## config.mk

```make
export PLATFORM = sky130hd
export DESIGN_NAME = seq_booth_multiplier
export DESIGN_NICKNAME = d
export VERILOG_FILES = /design/src/rtl/booth_pkg.sv /design/src/rtl/booth_radix4_recoder.sv /design/src/rtl/seq_booth_multiplier.sv
export SDC_FILE = /design/constraint.sdc
export NUM_CORES = 1
export LEC_CHECK = 0
export ABC_AREA = 1
export CAP_MARGIN = 10
export CORE_MARGIN = 2
export CORE_UTILIZATION = 50
export DETAILED_ROUTE_END_ITERATION = 16
export HOLD_SLACK_MARGIN = 0.02
export MAX_ROUTING_LAYER = met4
export PLACE_DENSITY = 0.71
export SLEW_MARGIN = 0
export SYNTH_ARGS = -nofsm -noshare
export SYNTH_HDL_FRONTEND = slang
export SYNTH_HIERARCHICAL = 1
export SYNTH_SLANG_ARGS = --single-unit
```

## constraint.sdc

```tcl
create_clock -name clk -period 4.46 [get_ports clk]
set_input_delay 1.338 -clock clk [delete_from_list [all_inputs] [get_ports clk]]
set_output_delay 1.338 -clock clk [all_outputs]
set_load 0.1 [all_outputs]
```

## src/rtl/booth_pkg.sv

```systemverilog
// booth_pkg: shared FSM states, Booth digit encoding and helpers for the radix-4 multiplier.
package booth_pkg;
  typedef enum logic [1:0] {IDLE, BUSY, DONE} state_t;
  typedef enum logic [2:0] {ZERO, POS1, POS2, NEG1, NEG2} digit_t;
  function automatic int iter_count(input int width);
    return (width + 2) / 2;
  endfunction
  function automatic digit_t booth_digit(input logic [2:0] w);
    case (w)
      3'b001, 3'b010: return POS1;
      3'b011:         return POS2;
      3'b100:         return NEG2;
      3'b101, 3'b110: return NEG1;
      default:        return ZERO;
    endcase
  endfunction
endpackage

```

## src/rtl/booth_radix4_recoder.sv

```systemverilog
// booth_radix4_recoder: maps a 3-bit Booth window to the signed multiple of the extended multiplicand.
module booth_radix4_recoder
  import booth_pkg::*;
#(
  parameter int WIDTH = 8
) (
  input  logic [2:0]              win_i,
  input  logic [WIDTH+1:0]        m_i,
  output logic signed [WIDTH+2:0] mult_o
);
  digit_t dig;
  logic signed [WIDTH+2:0] m1, m2;
  always_comb begin
    dig    = booth_digit(win_i);
    m1     = {m_i[WIDTH+1], m_i};
    m2     = {m_i, 1'b0};
    mult_o = dig == POS1 ? m1 : dig == POS2 ? m2 : dig == NEG1 ? -m1 : dig == NEG2 ? -m2 : '0;
  end
endmodule

```

## src/rtl/seq_booth_multiplier.sv

```systemverilog
// seq_booth_multiplier: iterative radix-4 Booth multiplier, two multiplier bits per clock,
// valid/ready on both sides, runtime signed/unsigned operands.
module seq_booth_multiplier
  import booth_pkg::*;
#(
  parameter int WIDTH = 8
) (
  input  logic                 clk,
  input  logic                 rst,
  input  logic                 in_valid,
  output logic                 in_ready,
  input  logic                 signed_mode,
  input  logic [WIDTH-1:0]     M,
  input  logic [WIDTH-1:0]     Q,
  output logic                 out_valid,
  input  logic                 out_ready,
  output logic [2*WIDTH-1:0]   result,
  output logic                 busy
);
  localparam int ITER = iter_count(WIDTH);
  localparam int XW   = WIDTH + 2;
  localparam int PW   = 2 * WIDTH + 4;
  localparam int CW   = $clog2(ITER + 1);
  state_t                state_q, state_d;
  logic [XW-1:0]         m_q, m_d, q_q, q_d;
  logic                  g_q, g_d;
  logic [PW-1:0]         p_q, p_d, addend;
  logic [CW-1:0]         cnt_q, cnt_d;
  logic [2*WIDTH-1:0]    res_q, res_d;
  logic signed [WIDTH+2:0] mult;
  booth_radix4_recoder #(.WIDTH(WIDTH)) u_rec (
    .win_i  ({q_q[1:0], g_q}),
    .m_i    (m_q),
    .mult_o (mult)
  );
  // q_q shifts right two bits per step, so the window always sits at the bottom;
  // the digit is sign-extended to P's width and placed at weight 4^k.
  assign addend = PW'(mult) << {cnt_q, 1'b0};
  always_comb begin
    state_d = state_q;
    m_d     = m_q;
    q_d     = q_q;
    g_d     = g_q;
    p_d     = p_q;
    cnt_d   = cnt_q;
    res_d   = res_q;
    case (state_q)
      IDLE: if (in_valid) begin
        m_d     = signed_mode ? {{2{M[WIDTH-1]}}, M} : {2'b00, M};
        q_d     = signed_mode ? {{2{Q[WIDTH-1]}}, Q} : {2'b00, Q};
        g_d     = 1'b0;
        p_d     = '0;
        cnt_d   = '0;
        state_d = BUSY;
      end
      BUSY: begin
        p_d   = p_q + addend;
        q_d   = q_q >> 2;
        g_d   = q_q[1];
        cnt_d = CW'(cnt_q + 1'b1);
        if (cnt_q == CW'(ITER - 1)) begin
          res_d   = p_d[2*WIDTH-1:0];
          state_d = DONE;
        end
      end
      DONE: if (out_ready) state_d = IDLE;
      default: state_d = IDLE;
    endcase
  end
  always_ff @(posedge clk or posedge rst) begin
    if (rst) begin
      state_q <= IDLE;
      m_q     <= '0;
      q_q     <= '0;
      g_q     <= 1'b0;
      p_q     <= '0;
      cnt_q   <= '0;
      res_q   <= '0;
    end else begin
      state_q <= state_d;
      m_q     <= m_d;
      q_q     <= q_d;
      g_q     <= g_d;
      p_q     <= p_d;
      cnt_q   <= cnt_d;
      res_q   <= res_d;
    end
  end
  assign in_ready  = state_q == IDLE;
  assign out_valid = state_q == DONE;
  assign busy      = state_q != IDLE;
  assign result    = res_q;
endmodule

```

**Word-level counts from Yosys, hierarchy flattened**

Cells that the tools add are included.

- Register bits after elaboration: 62
- Output and inout port bits: 19
- Word-level logic and storage cells: 56

- Add/subtract/negate cells: 4
- Shifts and indexed selects: 1
- Muxes and demuxes: 19
- Reduce and logical (&&, ||, !) cells: 9
- Eq/ne operators: 16

Operators with widths:

| kind | number |
|---|---|
| 11-bit 2-to-1 mux | 4 |
| 20-bit one-hot mux with 2 select lines | 1 |
| 10-bit 2-to-1 mux | 3 |
| 11-bit negator | 2 |
| 20-bit adder | 1 |
| 20-bit 2-to-1 mux | 1 |
| 10-bit one-hot mux with 2 select lines | 1 |
| 20-bit by 4-bit left shift with 20-bit output | 1 |
| 3-bit == test (second input constant) | 5 |
| 3-bit by 2-bit == test with 1-bit output (second input constant) | 4 |
| 3-bit one-hot mux with 4 select lines | 1 |
| 3-bit by 1-bit == test with 1-bit output (second input constant) | 2 |
| 2-bit 2-to-1 mux | 3 |
| 2-bit one-hot mux with 3 select lines | 1 |
| 3-bit one-hot mux with 2 select lines | 1 |
| 2-bit AND reduction | 3 |
| 2-bit inequality test (second input constant) | 2 |
| 2-bit nonzero test | 2 |
| 2-bit OR reduction | 2 |
| 3-bit by 1-bit adder with 3-bit output (second input constant) | 1 |
| 3-bit 2-to-1 mux | 1 |
| 3-bit AND reduction | 1 |
| 2-bit by 1-bit == test with 1-bit output (second input constant) | 1 |
| 2-bit == test (second input constant) | 1 |
| other kinds (4) | 4 |

**Logic depth before layout (Yosys ltp)**

Gate-level depths: netlist of run 1.

- Depth after elaboration: 11
- Gate-level depth with buffers: 27
- Depth with buffers taken out: 27

**By module**

The synthesis of run 1 kept the hierarchy.

By module, submodules not included:

| module | cells an instance | sequential area each (um^2) | area each (um^2) | times used |
|---|---|---|---|---|
| seq_booth_multiplier | 467 | 1401.3 | 3439.5 | 1 |
| booth_radix4_recoder | 101 | 0.0 | 534.3 | 1 |

**Worst setup path before layout of run 1**

Ideal clock, no wire load.

- Kind: register to output
- Start: register state_q[1]
- End: output port busy
- Buffers on the path: 0
- Cell stages (with the launch flop): 3
- Data required time: 3122 ps
- Arrival time: 2712 ps
- Path slack: 410 ps
- Cells stage by stage: dfrtp_1 -> nor2_1 -> inv_1

- Longest elaborated chain between the ends: 1

Ends and longest elaborated chain:

| what | RTL line | RTL |
|---|---|---|
| start, declared | seq_booth_multiplier.sv:24 | `state_t state_q, state_d;` |
| start signal, assigned | seq_booth_multiplier.sv:80 | `state_q <= state_d;` |
| 2-bit nonzero test | seq_booth_multiplier.sv:91 | `assign busy = state_q != IDLE;` |
| end, declared | seq_booth_multiplier.sv:18 | `output logic busy` |

Every way passes these cells.

**Worst setup path in the final report of run 1**

- Start: register state_q[1]
- End: output port in_ready

- Longest elaborated chain between the ends: 1

Ends and longest elaborated chain:

| what | RTL line | RTL |
|---|---|---|
| 2-bit zero test | seq_booth_multiplier.sv:89 | `assign in_ready = state_q == IDLE;` |
| end, declared | seq_booth_multiplier.sv:11 | `output logic in_ready,` |

Every way passes these cells.

==> results.md, run 1 <==
- Outcome: finished, final reports clean
- Top cells by count, synth: nand2_1, dfrtp_1, nand3_1, inv_1, nor2_1
- Worst clock skew: 0.00812 ns
- Gr usage total: 23.8%
- Worst setup EP type: primary output
- Largest net degree at the start of global routing: 36
- DR DRC count: 0
- Die height: 93.2 um
- Area growth syn-to-layout: 15.3%
- DRT Wirelength: 9.40 mm
- Clock buffer depth: 2
- Hpwl dp: 7.12 mm
- # nets final: 640
- Max Cap Violations: 0
- Initial antenna violation count: 0
- Part of the cycle the worst path needs: 78.6%
- Setup Fix Bufs, Post-CTS: 0
- Post-cts sizing count: 0
- ANT nets after route: 0
- I/O pin count: 40
- Initial Utilization: 51.4%
- Synth area leader: dfrtp_1
- Clock latency on the worst-skew pair: about 0.32 ns
- CTS Buf Count: 5
- Synth async-reset ratio: 100%
- Setup_tns: 0 ns
- Max Fclk: 285 MHz
- Core box area: 7730 um2
- RSZ-0062 raised after global routing: no
- GPL Wtd Cong: 1.02
- Wire per inst: 13.4 um
- Vias per inst: 5.24
- CTS Root Cell: clkbuf_8
- First drt pass iteration count: 5
- Post-synth EDFFs: 0
- TritonCTS clock tree: done
- Slew margin rel.: between 30% and 40%
- Vias in the first global route: 3663
- Vias: 3683
- Synth Area per Inst: 7.00 um2
- Required @ worst endpoint: 3.12 ns
- Yosys top cell area share: between 30% and 40%
- WS Path Type: reg2out
- Syn nets: 608
- First-pass GRT wire length: 16.3 mm
- Share of cells above drive strength 1: 7.82%
- Clock-pin slew on the worst setup and hold paths: around 0.1 ns
- Most common cell in the netlist: nand2_1
- GR Overflow Total: 0
- Worst-Margin Slew: 0.972 ns
- H-tree depth: 2
- Die X: roughly 93 um
- Largest cells by area after synthesis: dfrtp_1, nand2_1, nand3_1
- Port Buf Inserts: 39
- Multi-input gate area in the final layout: 2270 um2
- #FFs+latches synth: 56
- Ant. Diodes: 0
- Synth cell types: 45
- Register area: 1400 um2
- Crit-path max FO: 3
- Hold/Removal Path Class: reg2reg
- Initial drt markers: 163
- Slew Viols, Final: 0
- Sequential fraction of the synthesis area: 35.3%
- Die Area: between 8000 and 9000 um2
- Number of cell rows: 32
- Fill count: 720
- CTS sink count: 56
- Ys flop type: dfrtp_1
- Final hold vios: 0
- Hold buffer count at cts: 0
- Fin crit period: 3.50 ns
- Synth Cell Area: 3970 um2
- Crit path arrival time: 2.17 ns
- Hold_ws: 0.494 ns
- Crit start category: register
- Synth Warn #: 6
- Syn Inst Count: 568
- # setup viols final: 0
## registers in the layout, indices dropped and copies added, names as in the netlist
name / cells
cnt_q: 3
g_q: 1
m_q: 9
p_q: 16
q_q: 9
result: 16
state_q: 2
## path summary, 6_finish.rpt
kind | startpoint | to | depth (start not counted) | slack [ns]
hold reg to reg | result[13] | result[13] | 2 | 0.49
setup / recovery | state_q[1] | in_ready | 2 | 0.96
max in group asynchronous | rst | result[1] | 3 | 2.31
setup reg to reg | m_q[0] | result[14] | 18 | 1.15
min in group asynchronous | rst | q_q[3] | 2 | 1.33
hold / removal | result[13] | result[13] | 2 | 0.49
## worst max-delay path, cell delays in order (launching register included)
cell and delay, ns:
dfrtp_1 0.43, nor2_1 0.23, clkdlybuf4s50_1 1.18
## per-stage QoR
step / setup WS (ns) / utilization (%) / area (um2) / std cells
after CTS: 0.939 / 59.3 / 4580 / 703
after global placement: 1.29 / 57.3 / 4420 / 695
final: 0.955 / 59.3 / 4580 / 703
after global routing: 0.777 / 59.3 / 4580 / 703
after floorplan: 0.410 / - / 3970 / 568
after detailed placement: 1.22 / 57.3 / 4420 / 695
## layer usage
metal | GRT usage (%) | up-vias | share of wire [%]
met5 | - | - | 0
met4 | 7.72 | 0 | 1.9
met3 | 3.14 | 21 | 3.3
met2 | 38.9 | 82 | 47
met1 | 31.0 | 1677 | 48
li1 | - | 1903 | -
## layout make-up
class / instances / share of cell area [%]
Sequential cell: 56 / 30.6
Tap cell: 102 / 2.78
Clock buffer: 5 / 1.50
Timing Repair Buffer: 41 / 8.85
Clock inverter: 3 / 1.97
Multi-Input combinational cell: 438 / 49.6
Inverter: 58 / 4.75
## kinds of logic (layout without fill, tap and decap cells)
family / after synthesis / in the layout / share of synthesized area, %
simple gates: 341 / 341 / 38.0
buf+inv: 74 / 107 / 7.56
compound gates: 67 / 67 / 10.3
flops: 56 / 56 / 35.3
fa+ha+maj: 19 / 19 / 6.17
xor+xnor: 9 / 9 / 2.17
mux: 2 / 2 / 0.504
## placed cells by master (no fill, tap or decap), types with 2 or more instances in the layout
master | synthesis | final
dfrtp_1 | 56 | 56
nor2_2 | 8 | 8
clkbuf_8 | 0 | 5
nor2_4 | 4 | 4
a221oi_1 | 5 | 5
nand2_1 | 213 | 213
nand4_1 | 8 | 8
o21bai_1 | 2 | 2
a21oi_1 | 13 | 13
nor3_1 | 8 | 8
ha_1 | 18 | 18
clkdlybuf4s50_1 | 0 | 39
nand3_1 | 53 | 53
or2_2 | 3 | 3
o21ai_2 | 3 | 3
inv_1 | 50 | 49
o21ai_0 | 23 | 23
bufinv_16 | 0 | 3
mux2i_1 | 2 | 2
inv_2 | 7 | 8
o211ai_1 | 3 | 3
a22oi_1 | 4 | 4
o21ai_1 | 6 | 6
nor2_1 | 27 | 27
nand2_2 | 6 | 6
xnor2_1 | 7 | 7
buf_4 | 0 | 2
nand3b_1 | 5 | 5
Power of run 1 is not shown: default switching activity piles up to over one toggle a cycle in this logic, so the estimate is an artifact.
==> inputs of run 2 (changes only) <==
Settings changed: PLACE_DENSITY 0.71 to 0.74.
Clock period 4.46 ns to 2.98 ns, I/O delays scaled along.
==> results.md, run 2 (synthesis results as in run 1) <==
- Largest net degree at the start of global routing: 57 (+58%)
- Clock buffer depth: 2 (unchanged)
- Worst clock skew: 0.0101 ns (+0.00195 ns)
- Die height: 93.2 um (unchanged)
- Area growth syn-to-layout: 32.8%
- CTS Root Cell: clkbuf_8
- Crit start category: register
- Most common cell after layout, fill and taps aside: nand2_1
- Fill count: 675 (-6.3%)
- Crit path arrival time: 3.28 ns (+1.11 ns)
- RSZ-0062 raised after global routing: yes
- Slew margin rel.: 58.2% (+23 points)
- First-pass GRT wire length: 17.9 mm (+10%)
- Gr usage total: 26.4% (+2.5 points)
- Die Area: 8680 um2 (unchanged)
- Max Fclk: about 330 MHz
- Commonest cells after routing, fill and taps aside: nand2_1, buf_4, dfrtp_1
- Worst-Margin Slew: 0.625 ns (-0.347 ns)
- Hpwl dp: 8.07 mm (+13%)
- Wire per inst: 14.3 um (+6.9%)
- Hold/Removal Path Class: reg2reg
- Share of cells above drive strength 1: 30.7% (+23 points)
- WS Path Type: reg2reg
- Core box area: 7730 um2 (unchanged)
- TritonCTS clock tree: done
- Hold buffer count at cts: 0 (unchanged)
- Max incr delay on CP: 0.43 ns (-0.75 ns)
- Required @ worst endpoint: 3.25 ns (+0.13 ns)
- Initial Utilization: 51.4% (unchanged)
- GPL Wtd Cong: 0.917 (-9.7%)
- CP cell instances: buf_6 > nor2_4 > buf_6 > nand3_4 > xor2_2 > nand2_1 > nand4_1 > nand2_1 > a21oi_2 > a31oi_2 > nor2_1 > ha_1 > a21oi_2 > o21bai_2 > a21oi_2 > xor2_1 > buf_4 > nand2_1 > nand2_1
- H-tree depth: 2 (unchanged)
- Worst setup EP type: register
- Final WS setup: -0.0284 ns (-0.984 ns)
- Failing checks: negative setup slack
- Vias in the first global route: 3906 (+6.6%)
- Most used cell, CP: nand2_1
- Vias per inst: 5.31 (+1.4%)
- Number of cell rows: 32 (unchanged)
- Initial drt markers: 184 (+13%)
- Multi-input gate area in the final layout: 2570 um2 (+13%)
- Part of the cycle the worst path needs: 101%
- Clock-pin slew on the worst setup and hold paths: 0.11 ns (about the same)
- Port Buf Inserts: 39 (unchanged)
- First drt pass iteration count: 5 (unchanged)
- I/O pin count: 40 (unchanged)
- Clock latency on the worst-skew pair: 0.32 ns (about the same)
- R2R Setup Slk: -0.03 ns (-1.18 ns)
- Register area: 1400 um2 (+0.18%)
- # nets final: 703 (+9.8%)
- Final hold vios: 0 (unchanged)
- # setup viols final: 10 (+10)
- Fin crit period: 3.01 ns
- CTS sink count: 56 (unchanged)
- DR DRC count: 0 (unchanged)
- ANT nets after route: 0 (unchanged)
- Die X: 93.2 um (unchanged)
- Ant. Diodes: 0 (unchanged)
- Initial antenna violation count: 0 (unchanged)
- Vias: 4068 (+10%)
- Slew Viols, Final: 0 (unchanged)
- CTS Buf Count: 5 (unchanged)
- Outcome: finished, violations left
- Max Cap Violations: 0 (unchanged)
- Crit-path max FO: 4 (+1)
- GR Overflow Total: 0 (unchanged)
- CP max-delay cell: dfrtp_1
- DRT Wirelength: 11.0 mm (+16%)
- Setup_tns: -0.147 ns (-0.147 ns)
[run 2: changes by cell type in the layout (fill, tap and decap cells not counted), sizes merged]
cell           previous run  this run
clkdlybuf4s50            39        20
inv                      57        58
clkinv                    1         3
bufinv                    3         0
buf                       2        84
[run 2: metrics by stage]
step	cells	area [um2]	worst slack, ns	hold WS, ns	util [%]
2_1_floorplan	568	3980	0.0736	0.453	-
6_report	766	5280	-0.0284	0.485	68.3
4_1_cts	754	4960	-0.0266	0.488	64.2
5_1_grt	766	5280	-0.271	0.508	68.3
3_5_place_dp	741	4750	-0.246	0.467	61.5
3_3_place_gp	741	4750	-0.183	0.467	61.5
[run 2: final cells by class]
| cell class | instances | area share, % |
|---|---|---|
| clock buffer | 5 | 1.30 |
| clock inverter | 3 | 0.498 |
| inverter | 58 | 4.13 |
| multi-input combinational | 438 | 48.6 |
| sequential | 56 | 26.6 |
| tap | 102 | 2.42 |
| timing repair buffer | 104 | 16.4 |
[run 2: worst max-delay path: cells and delay by family, from the launching register on]
| kind | cells | cell delay, ns |
|---|---|---|
| AOI/OAI and AO/OA | 5 | 0.72 |
| xor gates and xnor gates | 2 | 0.35 |
| adders and majority gates | 1 | 0.35 |
| buffers and inverters | 3 | 0.42 |
| DFF | 1 | 0.43 |
| and+or+nand+nor | 8 | 0.70 |
[run 2: path summary, 6_finish.rpt]
path | to | cells past startpoint | from
setup / recovery | p_q[8] | 19 | m_q[1]
hold / removal | result[14] | 2 | result[14]
setup reg to reg | p_q[8] | 19 | m_q[1]
hold reg to reg | result[14] | 2 | result[14]
max in group asynchronous | m_q[3] | 3 | rst
min in group asynchronous | q_q[5] | 3 | rst
[run 2: routing by layer]
metal	vias up	global-route usage (%)	wire length, um
li1	2039	-	-
met1	1917	33.3	4880
met2	100	45.1	5490
met3	12	3.38	433
met4	0	6.86	150
met5	-	-	0
[run 2: what timing repair did]
| item | CTS | global route |
|---|---|---|
| cloned | 0 | 0 |
| gates resized for setup | 26 | 68 |
| buffers inserted | 5 | 12 |
| pin swaps | 14 | 41 |
| endpoints found under the setup margin | 14 | 23 |
Power of run 2 is left out for the same reason.
